File: src/rtl/riscv_mc_ctrl.sv
// rtl/riscv_mc_ctrl.sv - multi-cycle RV32I control sequencer with shared fetch/data memory port
package risc_pkg;
  localparam int RISCV_XLEN = 32;

  typedef enum logic [6:0] {
    OPCODE_LOAD   = 7'b0000011,
    OPCODE_OP_IMM = 7'b0010011,
    OPCODE_AUIPC  = 7'b0010111,
    OPCODE_STORE  = 7'b0100011,
    OPCODE_OP     = 7'b0110011,
    OPCODE_LUI    = 7'b0110111,
    OPCODE_FLOATP = 7'b1010011,
    OPCODE_BRANCH = 7'b1100011,
    OPCODE_JALR   = 7'b1100111,
    OPCODE_JAL    = 7'b1101111,
    OPCODE_SYSTEM = 7'b1110011
  } op_enum_inst_opcodes;

  // ALU codes share the {funct7_5,funct3} encoding so R-type decode is a straight copy
  typedef enum logic [3:0] {
    ALU_ADD  = 4'b0000,
    ALU_SLL  = 4'b0001,
    ALU_SLT  = 4'b0010,
    ALU_SLTU = 4'b0011,
    ALU_XOR  = 4'b0100,
    ALU_SRL  = 4'b0101,
    ALU_OR   = 4'b0110,
    ALU_AND  = 4'b0111,
    ALU_SUB  = 4'b1000,
    ALU_SRA  = 4'b1101
  } op_enum_alu;

  typedef enum logic [3:0] {
    R_ADD  = 4'b0000,
    R_SLL  = 4'b0001,
    R_SLT  = 4'b0010,
    R_SLTU = 4'b0011,
    R_XOR  = 4'b0100,
    R_SRL  = 4'b0101,
    R_OR   = 4'b0110,
    R_AND  = 4'b0111,
    R_SUB  = 4'b1000,
    R_SRA  = 4'b1101
  } op_enum_r_type_funct75_funct3;

  typedef enum logic [2:0] {
    DMEM_BYTE   = 3'd0,
    DMEM_HALF   = 3'd1,
    DMEM_WORD   = 3'd2,
    DMEM_BYTE_U = 3'd4,
    DMEM_HALF_U = 3'd5
  } op_enum_dmem_size;

  typedef enum logic [1:0] {
    WR_ALU = 2'd0,
    WR_MEM = 2'd1,
    WR_IMM = 2'd2,
    WR_PC  = 2'd3
  } op_enum_wr_data_sel;
endpackage

module riscv_mc_ctrl
  import risc_pkg::*;
#(
  parameter int XLEN = RISCV_XLEN
) (
  input  logic       clk,
  input  logic       rst_n,
  input  logic [6:0] opcode,
  input  logic [2:0] funct3,
  input  logic       funct7_5,
  input  logic       cmp_eq,
  input  logic       cmp_lt,
  input  logic       cmp_ltu,
  input  logic       mem_ready,
  output logic       mem_req,
  output logic       mem_we,
  output logic       mem_addr_sel,
  output logic [2:0] mem_size,
  output logic       ir_we,
  output logic       mdr_we,
  output logic       pc_we,
  output logic       rf_we,
  output logic [1:0] pc_sel,
  output logic [3:0] alu_op,
  output logic       alu_a_sel,
  output logic       alu_b_sel,
  output logic [1:0] rf_wr_sel,
  output logic       illegal,
  output logic       halted
);

  typedef enum logic [2:0] {
    S_FETCH, S_DECODE, S_EXEC, S_MEM, S_WB, S_TRAP, S_HALT
  } state_e;

  state_e state_q, state_d;
  // run_q holds FETCH silent until the first clock edge after reset release
  logic   run_q, run_d;

  logic       is_load, is_store, is_branch, is_op, is_op_imm;
  logic       is_lui, is_auipc, is_jal, is_jalr, is_system;
  logic       known_op, r_ok, bad_funct, dec_illegal, br_taken, xlen_ok;
  logic [3:0] r_code, dec_alu;
  logic       dec_a_sel, dec_b_sel;

  // A non-RV32 build traps every instruction rather than mis-sequencing
  assign xlen_ok = (XLEN == 32);
  assign run_d   = 1'b1;

  always_ff @(posedge clk or negedge rst_n) begin
    if (!rst_n) begin
      state_q <= S_FETCH;
      run_q   <= 1'b0;
    end else begin
      state_q <= state_d;
      run_q   <= run_d;
    end
  end

  always_comb begin
    is_load   = (opcode == OPCODE_LOAD);
    is_store  = (opcode == OPCODE_STORE);
    is_branch = (opcode == OPCODE_BRANCH);
    is_op     = (opcode == OPCODE_OP);
    is_op_imm = (opcode == OPCODE_OP_IMM);
    is_lui    = (opcode == OPCODE_LUI);
    is_auipc  = (opcode == OPCODE_AUIPC);
    is_jal    = (opcode == OPCODE_JAL);
    is_jalr   = (opcode == OPCODE_JALR);
    is_system = (opcode == OPCODE_SYSTEM);
    known_op  = is_load | is_store | is_branch | is_op | is_op_imm |
                is_lui | is_auipc | is_jal | is_jalr | is_system;

    r_code = {funct7_5, funct3};
    r_ok   = !r_code[3] || (r_code == R_SUB) || (r_code == R_SRA);
    bad_funct = (is_branch && (funct3 == 3'd2 || funct3 == 3'd3))
             || (is_load && (funct3 == 3'd3 || funct3 >= 3'd6))
             || (is_store && (funct3 > 3'd2))
             || (is_op && !r_ok);
    dec_illegal = !xlen_ok || !known_op || bad_funct;

    dec_alu = ALU_ADD;
    if (is_op) begin
      dec_alu = r_code;
    end else if (is_op_imm) begin
      // funct7_5 is an immediate bit except for the SRLI/SRAI pair
      dec_alu = (funct3 == 3'd5) ? r_code : {1'b0, funct3};
    end else if (is_branch) begin
      dec_alu = ALU_SUB;
    end
    dec_a_sel = is_auipc;
    dec_b_sel = is_op_imm | is_load | is_store | is_auipc | is_jalr;

    br_taken = 1'b0;
    case (funct3)
      3'd0:    br_taken = cmp_eq;
      3'd1:    br_taken = !cmp_eq;
      3'd4:    br_taken = cmp_lt;
      3'd5:    br_taken = !cmp_lt;
      3'd6:    br_taken = cmp_ltu;
      3'd7:    br_taken = !cmp_ltu;
      default: br_taken = 1'b0;
    endcase
  end

  always_comb begin
    state_d = state_q;
    case (state_q)
      S_FETCH:  if (run_q && mem_ready) state_d = S_DECODE;
      S_DECODE: begin
        if (dec_illegal)    state_d = S_TRAP;
        else if (is_system) state_d = S_HALT;
        else                state_d = S_EXEC;
      end
      S_EXEC: begin
        if (is_branch)               state_d = S_FETCH;
        else if (is_load || is_store) state_d = S_MEM;
        else                         state_d = S_WB;
      end
      S_MEM:    if (mem_ready) state_d = is_load ? S_WB : S_FETCH;
      S_WB:     state_d = S_FETCH;
      default:  state_d = state_q;
    endcase
  end

  always_comb begin
    mem_req      = 1'b0;
    mem_we       = 1'b0;
    mem_addr_sel = 1'b0;
    mem_size     = 3'd0;
    ir_we        = 1'b0;
    mdr_we       = 1'b0;
    pc_we        = 1'b0;
    rf_we        = 1'b0;
    pc_sel       = 2'd0;
    alu_op       = 4'd0;
    alu_a_sel    = 1'b0;
    alu_b_sel    = 1'b0;
    rf_wr_sel    = 2'd0;
    illegal      = 1'b0;
    halted       = 1'b0;

    if (state_q == S_DECODE || state_q == S_EXEC || state_q == S_MEM || state_q == S_WB) begin
      alu_op    = dec_alu;
      alu_a_sel = dec_a_sel;
      alu_b_sel = dec_b_sel;
    end

    case (state_q)
      S_FETCH: begin
        if (run_q) begin
          mem_req  = 1'b1;
          mem_size = DMEM_WORD;
          ir_we    = mem_ready;
        end
      end
      S_EXEC: begin
        if (is_branch) begin
          pc_we  = 1'b1;
          pc_sel = br_taken ? 2'd1 : 2'd0;
        end
      end
      S_MEM: begin
        mem_req      = 1'b1;
        mem_addr_sel = 1'b1;
        mem_we       = is_store;
        mem_size     = funct3;
        mdr_we       = mem_ready && is_load;
        pc_we        = mem_ready && is_store;
      end
      S_WB: begin
        rf_we = 1'b1;
        pc_we = 1'b1;
        if (is_jal)       pc_sel = 2'd1;
        else if (is_jalr) pc_sel = 2'd2;
        if (is_lui)                 rf_wr_sel = WR_IMM;
        else if (is_load)           rf_wr_sel = WR_MEM;
        else if (is_jal || is_jalr) rf_wr_sel = WR_PC;
        else                        rf_wr_sel = WR_ALU;
      end
      S_TRAP:  illegal = 1'b1;
      S_HALT:  halted  = 1'b1;
      default: ;
    endcase
  end

endmodule

File: config.mk
export PLATFORM = sky130hd
export DESIGN_NAME = riscv_mc_ctrl
export DESIGN_NICKNAME = d
export VERILOG_FILES = /design/src/rtl/riscv_mc_ctrl.sv
export SDC_FILE = /design/constraint.sdc
export NUM_CORES = 1
export LEC_CHECK = 0
export CAP_MARGIN = 20
export CORE_UTILIZATION = 36
export DETAILED_ROUTE_END_ITERATION = 8
export PLACE_DENSITY_LB_ADDON = 0.12
export SKIP_LAST_GASP = 1
export SYNTH_ARGS = -nofsm -noshare
export SYNTH_HDL_FRONTEND = slang
export SYNTH_SLANG_ARGS = --single-unit
File: constraint.sdc
create_clock -name clk -period 2.3 [get_ports clk]
set_clock_uncertainty 0.1 [all_clocks]
set_input_delay 0.69 -clock clk [delete_from_list [all_inputs] [get_ports clk]]
set_output_delay 0.69 -clock clk [all_outputs]
set_load 0.02 [all_outputs]
==> impl_metrics.toml <==
[clock_network]
cts.htree.levels = 1
clk_pin_slew_worst_paths_ps = 40
cts_tree = "yes"
hold_buffers = 0
cts_root_buf = "clkbuf_4"
cts.path.max_buffers = 2
clock_latency_ps = 230
clock-sinks = 4
cts_buffers = 3

[setup_path]
path_class = "in -> out"
worstPathArrival_ps = 1790
endpoint_kind = "primary output"
path_max_fanout = 5
worstSetupStartpointType = "input pin"
required_ps = 1510

[synth]
synth_top_area_share_pct = 12.7
synth_seq_cells = 4
ys_seq_area_share_pct = 12.7
synthMuxAreaShare_pct = 1.27
syn_avg_cell_area_sq_um = 7.08
synth-simple-area-share_pct = 41.7
yosys.area_share.adder_pct = 0
synthCells = 111
synth_nets = 128
syn_area_sq_um = 786
synth.area.top_cells = "dfrtp_1, nand2_1, a21oi_1"
ys.flop_type = "dfrtp_1"
async_flop_share_pct = 100
synth_edf_count = 0
synth_most_common_cell = "nand2_1"
synthXorXnorAreaFrac_pct = 4.46
yosys.area.top_type = "dfrtp_1"
yosysWarnings = 0
synth_compound_area_share_pct = 26.8
synth_top_family_by_area = "simple AND/OR/NAND/NOR gates"
synthTopCellsByCount = "nand2_1, nor2_1, a21oi_1, inv_1, nor3_1"
ys_types = 46

[place]
placed_cell_area_sq_um = 1510
portBuffers = 38
place_hpwl_um = 2310
globalplace.congestion = 0.855

[cells_and_area]
n_fill_cell = 107
final_core_util_pct = 86.0
drive_gt1_share_pct = 65.3
fin_nets = 215
syn2layout_area_growth_pct = 119
antenna_cells = 0
finalInstanceArea_sq_um = 1720

[die]
row_count = 16
initial_core_util_pct = 39.3
fp.dieW_um = 48.7
io_pins = 39
chipHeight_um = 48.7
dieArea_sq_um = 2370
core_sq_um = 2000

[drt]
ant_nets = 0
first_iter_violations = 50
wl_met1_um = 1470
wire_per_inst_um = 16.2
drc_errors = 0
via_count = 1233
met2_length_um = 1810
drt_first_pass_iters = 4
drt-total-wl_um = 3600
wl_met3_um = 248
top_layer_used = "met4"
viasPerCell = 5.53

[min_path]
min_path_type = "in -> async"

[sta]
timing.hold.ws_ps = 562
timing.fmax_mhz = 387
rsz0062_at_grt = "yes"
period_minus_slack_ps = 2580
period_share_pct = 112
worst_slack_ps = -281
finalHoldViolations = 0
final_max_slew_viol_count = 0
finalSetupViolCount = 12

[grt]
grt.total_usage_pct = 29.8
grt_first_pass_wirelength_um = 5600
globalRouteOverflowTotal = 0
antenna_found_initial = 0
grt_pass1_vias = 1170
grt_max_degree = 10

[outcome]
violations = "negative setup slack"
outcome = "finished, violations left"

[power_and_ir_drop]
p_per_area_nw_per_um2 = 370
irDropWorstVdd_mv = 0.551
power_mw = 0.638
p_leak_nw = 0.780

[run]
maxCapViolCount = 0
==> layer usage <==
| layer | GRT usage, % | vias to the layer above |
|---|---|---|
| met5 | 0 | - |
| li1 | - | 581 |
| met4 | 10.8 | 0 |
| met2 | 50.5 | 78 |
| met3 | 2.83 | 9 |
| met1 | 38.9 | 565 |
==> final cells by class <==
cell class	instances	area, sq um	share of cell area, %
multi-input cells	92	796	46.2
flip-flops and latches	4	101	5.89
repair buffers	90	742	43.1
well taps	27	33.8	1.96
clock buffers	3	22.5	1.31
inverters	7	26.3	1.53
==> report_power, final <==
| part | total, mW | switching [mW] | internal, mW |
|---|---|---|---|
| clock network | 0.0843 | 0.0261 | 0.0582 |
| registers | 0.100 | 0.0175 | 0.0828 |
| logic | 0.453 | 0.237 | 0.216 |
==> kinds of logic (layout without fill, tap and decap cells) <==
| logic type | count (synthesis) | in the layout |
|---|---|---|
| compound gates | 31 | 31 |
| xor+xnor | 4 | 4 |
| buf+inv | 15 | 100 |
| flops | 4 | 4 |
| mux | 1 | 1 |
| other cells | 1 | 1 |
| simple gates | 55 | 55 |
==> cell usage in the layout (no fill, tap or decap), types with 4 or more instances in the layout <==
master and count:
buf_4 54, buf_6 17, nand2_1 8, nor2_1 6, buf_2 6, inv_1 5
a21oi_1 5, nor3_2 4, and2_1 4, clkbuf_4 4, clkbuf_2 4
==> state kept, by name, summed over array words and instances, names as in the netlist <==
name	cells
run_q	1
state_q	3
==> worst paths after layout <==
path                       slack (ps)                endpoint  cells after the start              startpoint
max                              -280            rf_wr_sel[0]                      6               opcode[2]
min                               560         run_q$_DFF_PN0_                      1                   rst_n
max reg2reg                       410  state_q[2]$_DFFE_PN0P_                      7  state_q[1]$_DFFE_PN0P_
min reg2reg                       660  state_q[0]$_DFFE_PN0P_                      2  state_q[2]$_DFFE_PN0P_
max in group asynchronous        1360  state_q[2]$_DFFE_PN0P_                      1                   rst_n
min in group clk                  660  state_q[0]$_DFFE_PN0P_                      2  state_q[2]$_DFFE_PN0P_
==> through the flow <==
stage                     setup WS, ps  setup TNS [ps]  cells
after floorplan                  -60.4            -278    111
after global placement           -1050          -16810    209
after detailed placement         -1070          -17180    209
after CTS                         -250           -1780    218
after global routing              -310           -2580    223
final                             -281           -1890    223
==> critical path, cell delays in order <==
cell and delay (ps):
buf_6 90, nand4bb_4 280, buf_6 190, o22a_1 180, nor3_2 180, buf_4 190
==> timing repair <==
item	4_1_cts	5_1_grt
resized for setup	166	37
pin swaps	16	12
setup buffers	6	5
endpoints found under the setup margin	25	22
Power figures use the tool's default switching activity.
